**config.mk**
```make
export PLATFORM = sky130hd
export DESIGN_NAME = kalman_meas_ctrl
export DESIGN_NICKNAME = d
export VERILOG_FILES = /design/src/rtl/kalman_meas_ctrl.sv
export SDC_FILE = /design/constraint.sdc
export NUM_CORES = 1
export LEC_CHECK = 0
export ABC_AREA = 1
export CAP_MARGIN = 10
export CORE_MARGIN = 2
export CORE_UTILIZATION = 50
export DETAILED_ROUTE_END_ITERATION = 16
export DONT_BUFFER_PORTS = 1
export HOLD_SLACK_MARGIN = 0.05
export SYNTH_ARGS = -nofsm -noshare
export SYNTH_HDL_FRONTEND = slang
export SYNTH_SLANG_ARGS = --single-unit
```
**constraint.sdc**
```tcl
create_clock -name clk -period 2.7 [get_ports clk]
set_input_delay 0.405 -clock clk [delete_from_list [all_inputs] [get_ports clk]]
set_output_delay 0.405 -clock clk [all_outputs]
set_load 0.1 [all_outputs]
```
**src/rtl/kalman_meas_ctrl.sv**
```systemverilog
//==============================================================================
// kalman_meas_ctrl : per-frame measurement sequencer feeding a kalman filter core
// Optional build macro: KALMAN_MEAS_CTRL_STATS_EN (drop_cnt / coast_cnt outputs)
// Revision: 1.0 - initial release
//==============================================================================
`default_nettype none

module kalman_meas_ctrl #(
  parameter int DISP_WIDTH = 11,
  parameter int MAX_COAST  = 4,
  parameter int TIMEOUT    = 1023
) (
  input  logic                  clk,
  input  logic                  aresetn,
  input  logic                  frame_start,
  input  logic                  det_valid,
  input  logic [DISP_WIDTH-1:0] det_x,
  input  logic [DISP_WIDTH-1:0] det_y,
  output logic                  kf_valid,
  input  logic                  kf_ready,
  output logic [DISP_WIDTH-1:0] kf_z_x,
  output logic [DISP_WIDTH-1:0] kf_z_y,
  input  logic [DISP_WIDTH-1:0] kf_x_est,
  input  logic [DISP_WIDTH-1:0] kf_y_est,
  output logic                  est_valid,
  output logic [DISP_WIDTH-1:0] est_x,
  output logic [DISP_WIDTH-1:0] est_y,
  output logic                  lost,
  output logic                  timeout_err
`ifdef KALMAN_MEAS_CTRL_STATS_EN
  ,
  output logic [15:0]           drop_cnt,
  output logic [15:0]           coast_cnt
`endif
);

  localparam logic [3:0]  c_MAX_COAST = 4'(MAX_COAST);
  localparam logic [15:0] c_TMO_LAST  = 16'(TIMEOUT - 1);

  typedef enum logic [1:0] {
    ST_IDLE  = 2'd0,
    ST_ISSUE = 2'd1,
    ST_BUSY  = 2'd2,
    ST_DONE  = 2'd3
  } state_t;

  state_t                state_q;
  logic                  kf_valid_q;
  logic                  est_valid_q;
  logic [DISP_WIDTH-1:0] est_x_q, est_y_q;
  logic                  timeout_err_q;
  logic [15:0]           tmo_q;

  logic                  slot_full_q, slot_full_d;
  logic [DISP_WIDTH-1:0] slot_x_q, slot_x_d;
  logic [DISP_WIDTH-1:0] slot_y_q, slot_y_d;

  logic                  frame_open_q;
  logic                  got_det_q;
  logic [3:0]            miss_q;
  logic                  lost_q;

  logic w_acc;
  logic w_done_cap;
  logic w_tmo_hit;
  logic w_eval;
  logic w_got;
  logic w_coast;

  assign w_acc      = (state_q == ST_ISSUE) && kf_valid_q && kf_ready;
  assign w_done_cap = (state_q == ST_DONE) && kf_ready;
  // Forward progress on the handshake takes precedence over an abort in the same cycle
  assign w_tmo_hit  = (state_q != ST_IDLE) && (tmo_q == c_TMO_LAST) && !w_acc && !w_done_cap;

  // A detection arriving with frame_start belongs to the frame that is ending
  assign w_eval  = frame_start && frame_open_q;
  assign w_got   = got_det_q || det_valid;
  assign w_coast = w_eval && !w_got && (miss_q < c_MAX_COAST);

  always_comb begin
    slot_full_d = slot_full_q;
    slot_x_d    = slot_x_q;
    slot_y_d    = slot_y_q;
    if (w_acc || w_tmo_hit) begin
      slot_full_d = 1'b0;
    end
    if (w_coast) begin
      slot_full_d = 1'b1;
      slot_x_d    = kf_x_est;
      slot_y_d    = kf_y_est;
    end
    if (det_valid) begin
      slot_full_d = 1'b1;
      slot_x_d    = det_x;
      slot_y_d    = det_y;
    end
  end

  always_ff @(posedge clk or negedge aresetn) begin
    if (!aresetn) begin
      slot_full_q <= 1'b0;
      slot_x_q    <= '0;
      slot_y_q    <= '0;
    end else begin
      slot_full_q <= slot_full_d;
      slot_x_q    <= slot_x_d;
      slot_y_q    <= slot_y_d;
    end
  end

  always_ff @(posedge clk or negedge aresetn) begin
    if (!aresetn) begin
      frame_open_q <= 1'b0;
      got_det_q    <= 1'b0;
      miss_q       <= '0;
      lost_q       <= 1'b0;
    end else if (frame_start) begin
      frame_open_q <= 1'b1;
      got_det_q    <= 1'b0;
      if (frame_open_q) begin
        if (w_got) begin
          miss_q <= '0;
          lost_q <= 1'b0;
        end else if (miss_q < c_MAX_COAST) begin
          miss_q <= miss_q + 4'd1;
        end else begin
          lost_q <= 1'b1;
        end
      end
    end else if (det_valid) begin
      got_det_q <= 1'b1;
    end
  end

  always_ff @(posedge clk or negedge aresetn) begin
    if (!aresetn) begin
      state_q       <= ST_IDLE;
      kf_valid_q    <= 1'b0;
      est_valid_q   <= 1'b0;
      est_x_q       <= '0;
      est_y_q       <= '0;
      timeout_err_q <= 1'b0;
      tmo_q         <= '0;
    end else begin
      est_valid_q <= 1'b0;
      if (w_tmo_hit) begin
        state_q       <= ST_IDLE;
        kf_valid_q    <= 1'b0;
        timeout_err_q <= 1'b1;
      end else begin
        case (state_q)
          ST_IDLE: begin
            if (slot_full_q) begin
              state_q    <= ST_ISSUE;
              kf_valid_q <= 1'b1;
              tmo_q      <= '0;
            end
          end
          ST_ISSUE: begin
            tmo_q <= tmo_q + 16'd1;
            if (w_acc) begin
              state_q    <= ST_BUSY;
              kf_valid_q <= 1'b0;
            end
          end
          ST_BUSY: begin
            tmo_q <= tmo_q + 16'd1;
            if (!kf_ready) begin
              state_q <= ST_DONE;
            end
          end
          ST_DONE: begin
            tmo_q <= tmo_q + 16'd1;
            if (kf_ready) begin
              state_q     <= ST_IDLE;
              est_x_q     <= kf_x_est;
              est_y_q     <= kf_y_est;
              est_valid_q <= 1'b1;
            end
          end
          default: begin
            state_q    <= ST_IDLE;
            kf_valid_q <= 1'b0;
          end
        endcase
      end
    end
  end

  assign kf_valid    = kf_valid_q;
  assign kf_z_x      = slot_x_q;
  assign kf_z_y      = slot_y_q;
  assign est_valid   = est_valid_q;
  assign est_x       = est_x_q;
  assign est_y       = est_y_q;
  assign lost        = lost_q;
  assign timeout_err = timeout_err_q;

`ifdef KALMAN_MEAS_CTRL_STATS_EN
  logic [15:0] drop_cnt_q;
  logic [15:0] coast_cnt_q;

  // A write racing the acceptance of the slot does not lose the accepted value
  always_ff @(posedge clk or negedge aresetn) begin
    if (!aresetn) begin
      drop_cnt_q  <= '0;
      coast_cnt_q <= '0;
    end else begin
      if (det_valid && slot_full_q && !w_acc && (drop_cnt_q != 16'hFFFF)) begin
        drop_cnt_q <= drop_cnt_q + 16'd1;
      end
      if (w_coast && (coast_cnt_q != 16'hFFFF)) begin
        coast_cnt_q <= coast_cnt_q + 16'd1;
      end
    end
  end

  assign drop_cnt  = drop_cnt_q;
  assign coast_cnt = coast_cnt_q;
`endif

endmodule

`default_nettype wire

```
==> impl_results.md <==
* First-pass GRT wire length at 12.6 mm
* R2R depth at 10
* Final setup viols at 0
* Hold path depth at 1
* Hold_sp: frame_start
* Pleak at about 0.0019 uW
* Critical Path Source Type: flip-flop
* Reg2reg start: state_q[0]$_DFFE_PN0P_
* CTS sink count at 73
* Max cap viols at 0
* Cells after Synth at 402
* TNS Setup at 0 ns
* Tot GR Track Use at 0.211
* Async S/R FF share, synth at 1.00
* Post-Route WL at 7.48 mm
* CTS tree: done
* Crit path DAT at around 2.2 ns
* Clk slew on worst S/H paths at 0.08 ns
* Synth top cells by count: nand2_1 (113), dfrtp_1 (73), inv_1 (52)
* Initial DRT Pass Iterations at 4
* Top cell type's share of synthesized area at 0.525
* RSZ-0062 raised after global routing: false
* Ports at 97
* Layout Skew at 0.00817 ns
* Chip Height at 87.4 um
* Vias in the first global route at ~2600
* Rel. slew slack at 0.374
* Synth cell types at 28
* Vias per std cell at between 5 and 6
* Worst vdd ir at 0.000812 V
* Hold Path Class: in -> reg
* Iter 0 DRT Violations at about 130
* Area grow syn2layout at 9.72%
* Dominant cell type by area after synthesis: dfrtp_1
* Top-count cell post-synth: nand2_1
* Design Area, Final at 3810 um2
* Yosys warns at 0
* Largest net degree at the start of global routing at 74
* Nature of the critical path endpoint: flip-flop
* TritonCTS buffer count at 9
* Root Buffer: clkbuf_8
* Remaining DRCs at 0
* Post-CTS Setup Bufs at 0
* Synth Cell Area at 3480 um2
* Worst skew pair latency at 0.34 ns
* Setup CP Type: reg -> reg
* H-tree Lvls at 3
* Top fanout value on the critical path at 23
* CP Data Required Time at roughly 2.9 ns
* Layout cells sized above 1 at 0.0927
* EDFF count, synth at 0
* Core box area at 6760 um2
* Row count at 30
* Initial antenna violation count at 0
* Synth area leaders: dfrtp_1 (53%), nand2_1 (12%), inv_1 (5.6%)
* Fillers at ~600
* Max Slew Vio Count at 0
* Die area at 7640 um2
* Via count at 2630
* End of the worst register-to-register path: tmo_q[0]$_DFFE_PN0P_
* Final #Nets at roughly 460
* Final Hold Fails at 0
* Top_reg_cell synth: dfrtp_1
* RePlAce Congestion at roughly 0.9
* Placed instance area at roughly 3500 um2
* Antenna cells at 0
* R2R Setup Slk at 0.78 ns
* Worst slew pin tran at 0.939 ns
* Die X at roughly 87 um
* Synth Register Bits at 73
* PD cells at 1230 nW/um2
* Syn avg cell area at 8.65 um2
* Fin crit share at 0.711
* Initial Util at 0.515
* Clock Path Buffers at 2
* Status: completed
* DP HPWL at 5.09 mm
* Final core utilization at 0.565
* IO buf count at 0
* Share of the yosys chip area belonging to registers at 0.525
* Antenna Nets Post-Route at 0
* Net count after synthesis at between 400 and 500
* Avg WL per Cell at 15.3 um
* WHS Endpoint: got_det_q$_DFFE_PN0P_
* Final min period at just under 2 ns
* GR Overflow Total at 0
* Fmax at between 500 and 600 MHz
## metrics by stage
stage	worst slack, ns	std cells	power, uW	hold slack, ns
floorplan	0.854	402	3460	0.109
global placement	0.888	472	3630	0.112
detailed placement	0.775	472	3650	0.112
CTS	0.758	490	4730	0.108
global route	0.565	490	4910	0.103
finish	0.780	490	4690	0.127
## state kept, by name, summed over array words and instances, names as in the netlist
name / cells
kf_z_y: 11
est_valid: 1
slot_full_q: 1
lost: 1
kf_z_x: 11
kf_valid: 1
est_x: 11
state_q: 2
tmo_q: 16
got_det_q: 1
frame_open_q: 1
timeout_err: 1
miss_q: 4
est_y: 11
## final cells by class
cell class / instances / area, um2 / area share
flip-flops and latches: 73 / 1830 / 0.479
repair buffers: 5 / 60.1 / 0.0157
clock buffers: 11 / 141 / 0.0371
inverters: 54 / 203 / 0.0531
clock inverters: 5 / 103 / 0.0269
well taps: 80 / 100 / 0.0262
multi-input cells: 262 / 1380 / 0.362
## worst max path at each step
| stage | from | end |
|---|---|---|
| 2_1_floorplan | kf_valid$_DFFE_PN0P_ | tmo_q[2]$_DFFE_PN0P_ |
| 6_report | state_q[0]$_DFFE_PN0P_ | tmo_q[0]$_DFFE_PN0P_ |
| 4_1_cts | state_q[0]$_DFFE_PN0P_ | tmo_q[0]$_DFFE_PN0P_ |
| 3_3_place_gp | state_q[0]$_DFFE_PN0P_ | tmo_q[0]$_DFFE_PN0P_ |
| 3_5_place_dp | state_q[0]$_DFFE_PN0P_ | tmo_q[0]$_DFFE_PN0P_ |
| 5_1_grt | state_q[0]$_DFFE_PN0P_ | tmo_q[0]$_DFFE_PN0P_ |
## power breakdown
group	leakage (uW)	switching [uW]	total, uW	internal [uW]
Clock	0.000120	410	1050	638
Combinational	0.000816	481	741	260
Sequential	0.000917	1600	2900	1300
Total	0.00185	2490	4690	2200
## critical path, stage by stage (launching register included)
cell	delay, ns
dfrtp_1	0.41
inv_1	0.10
ha_1	0.25
nor2_1	0.10
nand2_1	0.07
nor2_2	0.15
nand4_4	0.17
nand2_4	0.26
inv_2	0.13
nand2_1	0.12
a21oi_1	0.07
## layout by cell type, fill, tap and decap left out, types with 3 or more instances in the layout
master / synthesis / routed
nor2_2: 5 / 5
nand4_1: 8 / 8
o21ai_0: 26 / 26
o31ai_1: 7 / 7
a21oi_1: 5 / 5
bufinv_16: 0 / 3
dfrtp_1: 73 / 73
inv_1: 52 / 52
o211ai_1: 22 / 22
clkbuf_8: 0 / 10
nand2_2: 4 / 4
o21ai_1: 3 / 3
buf_4: 0 / 3
nand2_1: 113 / 113
xor2_1: 6 / 6
nor2_1: 21 / 21
ha_1: 8 / 8
nand3_1: 22 / 22
## what timing repair did
item | 4_1_cts | 5_1_grt
gates resized for setup | 0 | 0
hold buffers | 2 | 0
endpoints found under the hold margin | 73 | 0
setup endpoints to repair | 0 | 0
## cells by family (layout without fill, tap and decap cells)
logic type                 count (synthesis)  after routing  share of synthesized area
and+or+nand+nor                          177            177                      0.223
adders and majority gates                  8              8                     0.0288
AOI/OAI and AO/OA                         69             69                      0.126
DFF                                       73             73                      0.525
buffers and inverters                     67             75                     0.0774
xor gates and xnor gates                   8              8                     0.0202
## routing by layer
metal | vias to the layer above | GRT usage | part of all wire
met5 | - | 0 | 0
met4 | 0 | 0.0615 | 0.0041
met3 | 4 | 0.0645 | 0.051
met2 | 63 | 0.324 | 0.47
met1 | 1255 | 0.290 | 0.47
li1 | 1308 | - | -
(Power assumes the default switching activity.)
